--- src/rtl/serial_deframer.sv ---
// Serial frame receiver: start, N data bits LSB-first, parity, stop -> parallel word with one-cycle status strobes.
// Latency N+3 enabled edges from start to strobe; en=0 freezes the FSM and datapath (strobes still self-clear).
module serial_deframer #(
  parameter int N          = 4,
  parameter bit PARITY_ODD = 1'b0
) (
  input  logic         clk,
  input  logic         rst,
  input  logic         Din,
  input  logic         en,
  output logic [N-1:0] Dout,
  output logic         valid,
  output logic         perr,
  output logic         ferr,
  output logic         busy
);

  localparam int CW = (N > 1) ? $clog2(N) : 1;
  localparam logic [CW-1:0] LAST = CW'(N - 1);

  typedef enum logic [2:0] {
    S_IDLE,
    S_DATA,
    S_PAR,
    S_STOP,
    S_BRK
  } state_t;

  state_t        r_state;
  state_t        w_state_next;
  logic [CW-1:0] r_cnt;
  logic [CW-1:0] w_cnt_next;
  logic [N-1:0]  r_data;
  logic [N-1:0]  r_dout;
  logic          r_par;
  logic          r_valid;
  logic          r_perr;
  logic          r_ferr;
  logic          r_busy;
  logic          w_shift;
  logic          w_cap_par;
  logic          w_good;
  logic          w_bad;
  logic          w_par_fail;

  // Data bits plus parity bit must XOR to PARITY_ODD.
  assign w_par_fail = ((^r_data) ^ r_par) != PARITY_ODD;

  always_ff @(posedge clk) begin
    if (rst) begin
      r_state <= S_IDLE;
    end else begin
      r_state <= w_state_next;
    end
  end

  always_comb begin
    w_state_next = r_state;
    w_cnt_next   = r_cnt;
    w_shift      = 1'b0;
    w_cap_par    = 1'b0;
    w_good       = 1'b0;
    w_bad        = 1'b0;
    if (en) begin
      case (r_state)
        S_IDLE: begin
          if (!Din) begin
            w_state_next = S_DATA;
            w_cnt_next   = '0;
          end
        end
        S_DATA: begin
          w_shift = 1'b1;
          if (r_cnt == LAST) begin
            w_state_next = S_PAR;
          end else begin
            w_cnt_next = r_cnt + CW'(1);
          end
        end
        S_PAR: begin
          w_cap_par    = 1'b1;
          w_state_next = S_STOP;
        end
        S_STOP: begin
          if (Din) begin
            w_good       = 1'b1;
            w_state_next = S_IDLE;
          end else begin
            w_bad        = 1'b1;
            w_state_next = S_BRK;
          end
        end
        S_BRK: begin
          // Line held low after a bad stop: wait for it to return high before hunting for a start bit.
          if (Din) begin
            w_state_next = S_IDLE;
          end
        end
        default: begin
          w_state_next = S_IDLE;
        end
      endcase
    end
  end

  always_ff @(posedge clk) begin
    if (rst) begin
      r_cnt   <= '0;
      r_data  <= '0;
      r_par   <= 1'b0;
      r_dout  <= '0;
      r_valid <= 1'b0;
      r_perr  <= 1'b0;
      r_ferr  <= 1'b0;
      r_busy  <= 1'b0;
    end else begin
      r_cnt <= w_cnt_next;
      if (w_shift) begin
        r_data[r_cnt] <= Din;
      end
      if (w_cap_par) begin
        r_par <= Din;
      end
      if (w_good) begin
        r_dout <= r_data;
      end
      r_valid <= w_good;
      r_perr  <= w_good & w_par_fail;
      r_ferr  <= w_bad;
      r_busy  <= (w_state_next != S_IDLE);
    end
  end

  assign Dout  = r_dout;
  assign valid = r_valid;
  assign perr  = r_perr;
  assign ferr  = r_ferr;
  assign busy  = r_busy;

endmodule

--- config.mk ---
export PLATFORM = sky130hd
export DESIGN_NAME = serial_deframer
export DESIGN_NICKNAME = d
export VERILOG_FILES = /design/src/rtl/serial_deframer.sv
export SDC_FILE = /design/constraint.sdc
export NUM_CORES = 1
export LEC_CHECK = 0
export BUFFER_PORTS_ARGS = -buffer_cell sky130_fd_sc_hd__buf_2
export CORE_UTILIZATION = 25
export DETAILED_ROUTE_END_ITERATION = 10
export HOLD_SLACK_MARGIN = 0.06
export MAX_ROUTING_LAYER = met4
export PLACE_DENSITY = 0.5
export SLEW_MARGIN = 40
export SYNTH_ARGS = -nofsm -noshare
export SYNTH_HDL_FRONTEND = slang
export SYNTH_SLANG_ARGS = --single-unit
--- constraint.sdc ---
create_clock -name clk -period 3 [get_ports clk]
set_clock_uncertainty 0.2 [all_clocks]
set_input_delay 0.6 -clock clk [delete_from_list [all_inputs] [get_ports clk]]
set_output_delay 0.6 -clock clk [all_outputs]
set_load 0.05 [all_outputs]
==> flow_metrics.py, run 1 <==
metrics = {
    "clocking": {
        "ctsLongestPathBuffers": 2,
        "cts_tree": "done",
        "path_clk_slew_ps": 100,
        "numCtsBuffers": 3,
        "worstSkewPairLatency_ps": 280,
        "cts-root-buf": "clkbuf_4",
        "hold_buffers": 0,
        "cts_max_level": 1,
        "cts_setup_buffers": 0,
        "cts_sinks": 18,
        "cts.repair.resized": 0,
    },
    "finish": {
        "final_net_count": 116,
        "final_core_util_pct": 29.58,
        "layout.cells.non_filler": 152,
        "area_delta_synth_final_pct": 11.81,
        "n_fill_cell": 379,
        "drive_above_1_share_pct": 16.98,
        "diodes": 0,
    },
    "synthesis": {
        "yosys.area_share.simple_pct": 25.04,
        "synth.distinct_cells": 35,
        "synth.avg_cell_area_um2": 9.267,
        "synth_top_area_cell": "dfxtp_1",
        "synth_top_family_by_area": "simple AND/OR/NAND/NOR gates",
        "yosysSeqAreaShare_pct": 40.51,
        "ys_seq_elements": 18,
        "synth_fa_ha_area_share_pct": 5.626,
        "synth_area_leaders": "dfxtp_1 41%, a21oi_1 6.2%, ha_1 5.6%, inv_1 3.8%, nand3_1 3.4%",
        "synthCells": 96,
        "synthesis.nets": 104,
        "synth_top_area_share_pct": 40.51,
        "synth_compound_area_share_pct": 16.88,
        "yosys-mux-area-fraction_pct": 1.266,
        "yosys_warnings": 0,
        "synthXorXnorAreaFrac_pct": 3.516,
        "syn_area_um2": 889.6,
    },
    "die": {
        "die_w_um": 61.65,
        "start_util_pct": 26.45,
        "die_area_mm2": 0.003801,
        "core_area_mm2": 0.003363,
        "die_y_um": 61.65,
        "io_pins": 12,
        "rows": 21,
    },
    "critical_path": {
        "crit_type": "reg2reg",
        "start_kind": "flip-flop",
        "crit_chain": "nand4bb_1 -> o221ai_1 -> o31a_1",
        "cp-end-kind": "flip-flop",
        "cp_max_fo": 15,
        "cp_num_buf_inv": 0,
        "worstPathArrival_ps": 1670,
        "cp.required_ps": 2990,
        "max_stage_delay_ps": 640,
        "crit_family": "flip-flops",
        "cp_slowest_cell": "dfxtp_1",
    },
    "route": {
        "vias": 729,
        "drt_iter0_drc": 26,
        "drc": 0,
        "wl_um": 1754,
        "vias_per_cell": 4.796,
        "post_drt_wl_per_cell_um": 11.54,
        "drtAntennaViolNets": 0,
        "firstDrtPassIters": 4,
    },
    "place": {
        "dp_hpwl_um": 1290,
        "dp_cells": 149,
        "io_buffers": 11,
        "gp_congestion": 0.6818,
        "post-place-ws_ps": 1179,
    },
    "global_route": {
        "grt_pass1_vias": 651,
        "antenna_found_initial": 0,
        "grt_overflow": 0,
        "grt_pass1_wl_um": 2925,
        "track_usage_pct": 10.72,
        "grt_max_degree": 16,
    },
    "sta": {
        "timing.final.crit_period_ps": 1684,
        "rsz0062_at_grt": "false",
        "worst_slew_pin_slew_ps": 487.8,
        "setup_viol_count_final": 0,
        "fin_setup_tns_ps": 0,
        "worst_slack_ps": 1316,
        "slew-limit-headroom_pct": 67.44,
        "max_freq_mhz": 593.8,
        "slew_violations": 0,
        "min_period_over_period_pct": 56.14,
        "hold_ws_ps": 286.4,
        "hold_viol_final": 0,
    },
    "pwr": {
        "p_leak_nw": 0.3709,
        "power_density_mw_per_mm2": 414.2,
        "ir_worst_vdd_uv": 256.0,
    },
    "min_path": {
        "min_path_type": "reg2reg",
    },
    "job": {
        "drv_cap": 0,
    },
    "run_status": {
        "status": "finished clean",
    },
}
[stage by stage]
step / power [mW] / instance area, um2
detailed placement: 0.2999 / 972.2
CTS: 0.4183 / 994.7
global route: 0.4385 / 994.7
finish: 0.4120 / 994.7
global placement: 0.2985 / 972.2
floorplan: 0.2905 / 889.6
[layout by cell type, fill, tap and decap left out, drive strengths merged]
cell type	instances
xnor2	1
nand3	6
o31a	1
nor4	1
and4bb	1
buf	11
mux2	1
nand2	2
and3b	2
a21oi	11
and2	3
o21ai	9
ha	4
xnor3	1
nand3b	1
nor2	1
dfxtp	18
o311ai	1
nor3	1
and2b	1
or3	1
clkbuf	3
nand4b	1
o31ai	2
nand4bb	1
nand2b	4
or4b	2
nand4	4
inv	9
o221ai	2
[tightest hold or removal path, delay by kind of cell (launching register included)]
kind	cells	cell delay [ps]
flip-flops	1	320
AO/OA/AOI/OAI	2	130
[layout make-up]
class	count	area, um2	area share [%]
clock buffer	3	22.52	2.264
inverter	9	33.78	3.396
multi-input combinational	65	465.4	46.79
sequential	18	360.3	36.23
tap	46	57.56	5.786
timing repair buffer	11	55.05	5.535
[path summary, 6_finish.rpt]
check	slack, ps	to	cells past startpoint	startpoint
setup reg to reg	1320	busy	3	r_state[1]
setup / recovery	1320	busy	3	r_state[1]
hold reg to reg	290	Dout[0]	2	Dout[0]
hold / removal	290	Dout[0]	2	Dout[0]
[flip-flops by register name, summed over array words and instances (netlist names)]
name     flops
Dout         4
r_data       4
r_state      3
r_cnt        2
busy         1
ferr         1
perr         1
r_par        1
valid        1
[per-layer routing]
layer	vias to the layer above	part of all wire [%]	GRT usage [%]
li1	376	-	-
met1	338	49	13.60
met2	15	47	17.51
met3	0	3.9	3.782
met4	0	0	0
met5	-	0	-
[logic make-up after synthesis]
group	count (synthesis)
AO/OA/AOI/OAI	26
XOR/XNOR	2
adder cells (fa/ha/maj)	4
buffers and inverters	13
flip-flops	18
multiplexers	1
AND/OR/NAND/NOR	32
[cells in the mapped netlist, drive strengths merged]
cell type and n:
inv 9, nand4 4, nand2b 4, o31a 1, and2b 1, nand2 2
ha 4, buf 3, nand3 6, o31ai 2, nand4b 1, dfxtp 18
nor2 1, and3b 2, o221ai 2, nand4bb 1, or3 1, and4bb 1
o21ai 9, o311ai 1, xnor2 1, mux2 1, or4b 2, xnor3 1
a21oi 11, clkbuf 1, and2 3, nand3b 1, nor4 1, nor3 1
[power breakdown]
| part | total, mW | leakage, nW | switching, mW | internal [mW] |
|---|---|---|---|---|
| clock network | 0.118 | 0.0138 | 0.0711 | 0.0466 |
| logic | 0.0424 | 0.212 | 0.0267 | 0.0156 |
| registers | 0.252 | 0.146 | 0.00817 | 0.244 |
| total | 0.412 | 0.371 | 0.106 | 0.306 |
Note: power is estimated with default switching activity, not from simulation.
==> run 2, diff against run 1 <==
==> constraint.sdc (replaced) <==
create_clock -name clk -period 1.75 [get_ports clk]
set_clock_uncertainty 0.2 [all_clocks]
set_input_delay 0.35 -clock clk [delete_from_list [all_inputs] [get_ports clk]]
set_output_delay 0.35 -clock clk [all_outputs]
set_load 0.05 [all_outputs]
==> run 2 against run 1 <==
- fmax increased by 3.0%
- register-to-register slack got worse by 1200 ps
- combinational power increased by 86%
- sequential share of layout area decreased by 1.0 points
- global-route usage increased by 0.085 points
==> flow_metrics.py, run 2 (synthesis results as in run 1) <==
metrics = {
    "clocking": {
        "ctsLongestPathBuffers": 2,
        "numCtsBuffers": 3,
        "cts_sinks": 18,
        "cts_setup_buffers": 0,
        "cts_max_level": 1,
        "cts-root-buf": "clkbuf_4",
        "hold_buffers": 0,
        "cts_tree": "done",
        "cts.repair.resized": 0,
        "path_clk_slew_ps": 110,
        "worstSkewPairLatency_ps": 300,
    },
    "die": {
        "core_area_mm2": 0.003363,
        "start_util_pct": 26.45,
        "rows": 21,
        "io_pins": 12,
        "die_y_um": 61.65,
        "die_w_um": 61.65,
        "die_area_mm2": 0.003801,
    },
    "sta": {
        "setup_viol_count_final": 0,
        "worst_slew_pin_slew_ps": 302.2,
        "slew-limit-headroom_pct": 79.54,
        "max_freq_mhz": 611.8,
        "slew_violations": 0,
        "hold_viol_final": 0,
        "min_period_over_period_pct": 93.40,
        "timing.final.crit_period_ps": 1634,
        "hold_ws_ps": 162.3,
        "worst_slack_ps": 115.6,
        "rsz0062_at_grt": "false",
        "fin_setup_tns_ps": 0,
    },
    "finish": {
        "final_net_count": 118,
        "area_delta_synth_final_pct": 15.05,
        "drive_above_1_share_pct": 19.27,
        "diodes": 0,
        "mostFrequentLayoutCells": "18 x dfxtp_1, 11 x a21oi_1, 11 x buf_2",
        "final_common_cell": "dfxtp_1",
    },
    "critical_path": {
        "max_stage_delay_ps": 470,
        "cp.required_ps": 1800,
        "start_kind": "flip-flop",
        "cp_max_fo": 4,
        "worstPathArrival_ps": 1690,
        "cp_slowest_cell": "or4b_1",
        "cp_num_buf_inv": 0,
        "crit_type": "reg2reg",
        "crit_chain": "ha_1 -> or4b_1 -> o311ai_1 -> o31a_1",
        "cp-end-kind": "flip-flop",
        "crit_family": "simple AND/OR/NAND/NOR gates",
    },
    "pwr": {
        "power_density_mw_per_mm2": 753.3,
        "p_leak_nw": 0.3887,
        "power_mw": 0.7710,
        "ir_worst_vdd_uv": 478.5,
    },
    "global_route": {
        "antenna_found_initial": 0,
        "met2_usage_pct": 15.51,
        "grt_use_met1_pct": 14.34,
        "grt_pass1_vias": 611,
        "busiest_layer": "met2",
        "grt_overflow": 0,
        "grt_pass1_wl_um": 2849,
        "grt_max_degree": 15,
        "met3_usage_pct": 4.412,
        "track_usage_pct": 10.81,
    },
    "route": {
        "post_drt_wl_per_cell_um": 11.45,
        "drt_iter0_drc": 20,
        "vias": 707,
        "drtAntennaViolNets": 0,
        "wl_um": 1775,
        "drc": 0,
        "vias_per_cell": 4.561,
        "firstDrtPassIters": 4,
    },
    "min_path": {
        "min_path_type": "in2reg",
    },
    "place": {
        "post-place-ws_ps": 168.5,
        "gp_congestion": 0.7128,
        "io_buffers": 11,
        "dp_hpwl_um": 1283,
    },
    "job": {
        "drv_cap": 0,
    },
    "run_status": {
        "status": "finished clean",
    },
}
==> run 2: final timing paths <==
check / startpoint / end / slack, ps / cells after the start
worst min register to register: Dout[1] / Dout[1] / 290 / 2
worst max-delay path: r_cnt[0] / busy / 120 / 4
worst max register to register: r_cnt[0] / busy / 120 / 4
worst min-delay path: Din / ferr / 160 / 2
==> run 2: area by class of cell <==
class / instances / area [um2]
inverters: 9 / 33.78
fillers: 394 / 2340
multi-input cells: 65 / 465.4
clock buffers: 4 / 36.28
well taps: 46 / 57.56
flip-flops and latches: 18 / 360.3
repair buffers: 13 / 70.07
==> run 2: metrics by stage <==
stage | cells | util (%) | instance area [um2]
finish | 155 | 30.43 | 1023
CTS | 155 | 30.43 | 1023
global route | 155 | 30.43 | 1023
detailed placement | 151 | 29.35 | 987.2
floorplan | 96 | - | 889.6
global placement | 151 | 29.35 | 987.2
==> run 2: report_power, final <==
group	total, mW	leakage [nW]	switching (mW)	internal (mW)
registers	0.429	0.146	0.0108	0.418
clock network	0.263	0.0210	0.136	0.127
logic	0.0788	0.222	0.0490	0.0298
total	0.771	0.389	0.196	0.575
==> run 2: per-layer routing <==
metal | share of wire, % | vias to the layer above | wire, um
li1 | - | 374 | -
met5 | 0 | - | 0
met2 | 42 | 12 | 746
met1 | 53 | 319 | 949
met3 | 4.1 | 2 | 73
met4 | 0.34 | 0 | 6
